## src/rtl/ram_loader.sv

```systemverilog
// ram_loader: streams in_data words into a 2^ADDR_W x DATA_W RAM from base_addr, with a registered read port.
// Optional running checksum of accepted words is enabled by defining RAM_LOADER_CHECKSUM_EN.
module ram_loader #(
    parameter int ADDR_W = 8,
    parameter int DATA_W = 8
) (
    input  logic              clk,
    input  logic              rst_a_n,
    input  logic              start_load,
    input  logic [ADDR_W-1:0] base_addr,
    input  logic [ADDR_W:0]   length,
    input  logic              abort,
    input  logic [DATA_W-1:0] in_data,
    input  logic              in_valid,
    output logic              in_ready,
    input  logic [ADDR_W-1:0] rd_addr,
    output logic [DATA_W-1:0] rd_data,
    output logic              busy,
    output logic              done,
    output logic [ADDR_W:0]   wr_count,
    output logic [DATA_W-1:0] checksum
);
    localparam int DEPTH = 1 << ADDR_W;

    typedef enum logic {
        S_IDLE,
        S_LOAD
    } state_t;

    state_t            r_state;
    logic [ADDR_W-1:0] r_addr;
    logic [ADDR_W:0]   r_len;
    logic [ADDR_W:0]   r_count;
    logic              r_busy;
    logic              r_done;
    logic [DATA_W-1:0] r_rd_data;
    logic [DATA_W-1:0] r_mem [0:DEPTH-1];

    logic              w_accept;
    logic              w_start;
    logic [ADDR_W:0]   w_count_nxt;

    assign in_ready    = (r_state == S_LOAD) && !abort;
    assign w_accept    = in_ready && in_valid;
    assign w_start     = (r_state == S_IDLE) && start_load && (length != '0);
    assign w_count_nxt = r_count + (ADDR_W+1)'(1);

    assign busy     = r_busy;
    assign done     = r_done;
    assign wr_count = r_count;
    assign rd_data  = r_rd_data;

    always_ff @(posedge clk or negedge rst_a_n) begin
        if (!rst_a_n) begin
            r_state <= S_IDLE;
            r_addr  <= '0;
            r_len   <= '0;
            r_count <= '0;
            r_busy  <= 1'b0;
            r_done  <= 1'b0;
        end else begin
            r_done <= 1'b0;
            case (r_state)
                S_IDLE: begin
                    if (start_load) begin
                        r_count <= '0;
                        if (length != '0) begin
                            r_addr  <= base_addr;
                            r_len   <= length;
                            r_busy  <= 1'b1;
                            r_state <= S_LOAD;
                        end else begin
                            r_done <= 1'b1;
                        end
                    end
                end
                S_LOAD: begin
                    if (abort) begin
                        r_busy  <= 1'b0;
                        r_state <= S_IDLE;
                    end else if (in_valid) begin
                        // address wraps naturally at 2^ADDR_W
                        r_addr  <= r_addr + ADDR_W'(1);
                        r_count <= w_count_nxt;
                        if (w_count_nxt == r_len) begin
                            r_busy  <= 1'b0;
                            r_done  <= 1'b1;
                            r_state <= S_IDLE;
                        end
                    end
                end
                default: r_state <= S_IDLE;
            endcase
        end
    end

    // RAM array is deliberately outside reset so contents survive rst_a_n
    always_ff @(posedge clk) begin
        if (w_accept) begin
            r_mem[r_addr] <= in_data;
        end
    end

    always_ff @(posedge clk or negedge rst_a_n) begin
        if (!rst_a_n) begin
            r_rd_data <= '0;
        end else begin
            r_rd_data <= r_mem[rd_addr];
        end
    end

`ifdef RAM_LOADER_CHECKSUM_EN
    logic [DATA_W-1:0] r_checksum;

    always_ff @(posedge clk or negedge rst_a_n) begin
        if (!rst_a_n) begin
            r_checksum <= '0;
        end else if (w_start) begin
            r_checksum <= '0;
        end else if (w_accept) begin
            r_checksum <= r_checksum + in_data;
        end
    end

    assign checksum = r_checksum;
`else
    assign checksum = '0;
`endif

endmodule

```

## config.mk

```make
export PLATFORM = sky130hd
export DESIGN_NAME = ram_loader
export DESIGN_NICKNAME = d
export VERILOG_FILES = /design/src/rtl/ram_loader.sv
export SDC_FILE = /design/constraint.sdc
export NUM_CORES = 2
export LEC_CHECK = 0
export BUFFER_PORTS_ARGS = -buffer_cell sky130_fd_sc_hd__buf_2
export CAP_MARGIN = 10
export CORE_MARGIN = 1
export CORE_UTILIZATION = 55
export DETAILED_ROUTE_END_ITERATION = 8
export PLACE_DENSITY_LB_ADDON = 0.1
export SYNTH_ARGS = -nofsm -noshare
export SYNTH_HDL_FRONTEND = slang
export SYNTH_SLANG_ARGS = --single-unit
```

## constraint.sdc

```tcl
create_clock -name clk -period 2.7 [get_ports clk]
set_input_delay 0.135 -clock clk [delete_from_list [all_inputs] [get_ports clk]]
set_output_delay 0.135 -clock clk [all_outputs]
set_load 0.005 [all_outputs]
```

==> flow_summary.json <==
{
  "status": "finished clean",
  "hold_depth": 1,
  "top_layer": "met5",
  "clk_pin_slew_ps": 60,
  "finalCritPeriodShare_pct": 95.2,
  "drv_slew": 0,
  "die_y_microns": 387,
  "syn_inst": 3974,
  "rsz0062_at_grt": "false",
  "synth.distinct_cells": 61,
  "cp.arrival_ps": 3250,
  "worstSetupPathType": "flop to flop",
  "final_antenna_net_count": 0,
  "cts_root_buf": "clkbuf_16",
  "crit_required_ps": 3380,
  "r2r_start": "r_mem[51][3]",
  "routed-wl-met3_mm": 15.2,
  "hold_end": "r_mem[172][0]",
  "postSynthAreaPerCell_sq_um": 20.5,
  "irDropWorstVdd_uv": 606,
  "synth-edff-count": 2048,
  "max_clock_freq_mhz": 389,
  "nets": 4688,
  "skew_ps": 30.8,
  "route.vias.total": 42500,
  "grt_overflow_total": 0,
  "hp-start": "in_data[0]",
  "period_minus_slack_ps": 2570,
  "r2r_setup_slack_ps": 130,
  "drive_above_1_share_pct": 29.6,
  "cts_made_buffers": 207,
  "met1_length_mm": 85.5,
  "ys_ff_latch": 2085,
  "rows": 140,
  "layout_common_cells": "edfxtp_1, buf_4, mux4_2",
  "worstPathMaxFanout": 1,
  "start_util_pct": 55.6,
  "place_congestion": 0.862,
  "timing.hold.ws_ps": 26.1,
  "clock_path_buffers": 3,
  "boundaryPins": 66,
  "reg2reg_depth": 7,
  "vias_per_cell": 6.31,
  "grt_pass1_vias": 42200,
  "cts_setup_buffers": 0,
  "setup_viol_count_final": 0,
  "drc": 0,
  "dr_wl_met2_mm": 102,
  "place_area_sq_um": 88100,
  "setup_tns_ps": 0,
  "n_antenna_cell": 0,
  "yosysWarnings": 0,
  "tightest_slew_ps": 1090,
  "core_area_sq_um": 146000,
  "die_width_microns": 387,
  "synthArstFlopShare_pct": 1.77,
  "startpoint_type": "flop",
  "grt_pass1_wl_mm": 301,
  "wl_per_cell_microns": 31.1,
  "synth_ff_type": "edfxtp_1",
  "clkLatencyLatePin_ps": 830,
  "final_area_sq_um": 94900,
  "grt_max_degree": 113,
  "synth_area_sq_um": 81400,
  "hold_class": "input port to flop",
  "cap_violations": 0,
  "cts.htree.levels": 4,
  "cts_tree": "yes",
  "post-route-util_pct": 64.9,
  "antenna_found_initial": 6,
  "cts.sinks": 2085,
  "end_kind": "flop",
  "p_leak_nw": 31.2,
  "p_per_area_nw_per_um2": 722,
  "ys_seq_area_share_pct": 76.7,
  "max_slew_margin_pct": 27.4,
  "mostFrequentLayoutCell": "edfxtp_1",
  "wl_mm": 209,
  "drtPass1Iterations": 6,
  "port_buffers": 57,
  "dp_slack_ps": -452,
  "drt-initial-drc-count": 4698,
  "syn_to_final_growth_pct": 16.7,
  "grt_usage_pct": 28.3,
  "hpwl_mm": 135,
  "dieArea_sq_um": 149000,
  "hold_viol_final": 0,
  "r2r_end": "rd_data[3]",
  "setup_slack_ps": 130
}
## routing by layer
metal  global-route usage [%]  vias to the layer above
met5                        0                        -
met4                     9.03                        4
met2                     45.3                     1823
li1                         -                    17900
met3                     4.12                      329
met1                     40.6                    22500
## state kept, by name (all words and copies together) (netlist names)
signal	cells
r_mem	2048
r_len	9
wr_count	9
r_addr	8
rd_data	8
busy	1
done	1
r_state	1
## timing repair
| action | CTS | global route |
|---|---|---|
| endpoints found under the setup margin | 0 | 1 |
| endpoints found under the hold margin | 619 | 0 |
| gates resized for setup | 0 | 1 |
| hold buffers | 34 | 0 |
## logic make-up after synthesis
| family | Yosys count | synth area share (%) |
|---|---|---|
| AO/OA/AOI/OAI | 457 | 3.91 |
| XOR/XNOR | 10 | 0.108 |
| adder cells (fa/ha/maj) | 5 | 0.0769 |
| buffers and inverters | 256 | 2.03 |
| flip-flops | 2085 | 76.7 |
| multiplexers | 598 | 14.2 |
| other | 1 | 0.00461 |
| AND/OR/NAND/NOR | 562 | 2.98 |
## layout make-up
type | instances | area, sq um
Sequential cell | 2085 | 62400
Fill cell | 9847 | 51300
Multi-Input combinational cell | 1640 | 17400
Timing Repair Buffer | 706 | 6210
Clock buffer | 261 | 5490
Tap cell | 1917 | 2400
Clock inverter | 115 | 1020
Inverter | 5 | 18.8
## where the power goes
group          switching (mW)  internal [mW]
Clock                    11.9           15.9
Sequential              0.233           35.7
Combinational            3.05           1.83
Total                    15.1           53.4
## Yosys cell counts (6+ instances only)
cell type	instances	share of area (%)
buf_2	53	0.33
a221oi_1	8	0.086
mux2i_1	145	1.8
mux2_2	10	0.14
and2_1	9	0.069
a31oi_1	9	0.069
a21oi_1	86	0.53
nor4_1	22	0.17
a22oi_1	146	1.3
buf_12	14	0.34
nand2_1	109	0.50
o221ai_1	33	0.36
or2_2	6	0.046
o31ai_1	6	0.055
o22ai_1	43	0.33
buf_4	36	0.33
clkbuf_1	113	0.52
xor2_1	6	0.065
a211oi_1	24	0.22
a22o_1	26	0.28
nand2b_1	8	0.062
dfrtp_1	37	1.1
nor3_1	17	0.10
buf_6	18	0.25
mux4_2	443	12
and3_1	9	0.069
nand3_1	39	0.24
nor2b_1	22	0.17
o21ai_0	41	0.25
nor2_1	308	1.4
buf_8	11	0.20
edfxtp_1	2048	76
## worst max-delay path: stages, from the launching register on
cell and delay (ps):
edfxtp_1 360, mux4_2 480, a22o_1 290, nor4_1 370
buf_4 190, o22ai_1 130, a21oi_1 500, nor4_1 110
## stage by stage
stage	instances	power, mW
global route	6729	70.4
detailed placement	6319	41.4
floorplan	3981	38.9
CTS	6729	68.9
global placement	6319	41.4
finish	6729	68.5
## worst max path at each step
stage            startpoint  slack [ps]       endpoint
2_1_floorplan       r_state         400  r_mem[115][0]
3_3_place_gp     rd_addr[0]        -490     rd_data[3]
3_5_place_dp     rd_addr[0]        -450     rd_data[3]
4_1_cts         wr_count[1]         130           busy
5_1_grt           r_addr[3]          10   r_mem[49][3]
6_report       r_mem[51][3]         130     rd_data[3]
No activity file was read; power rests on OpenSTA's default activity.
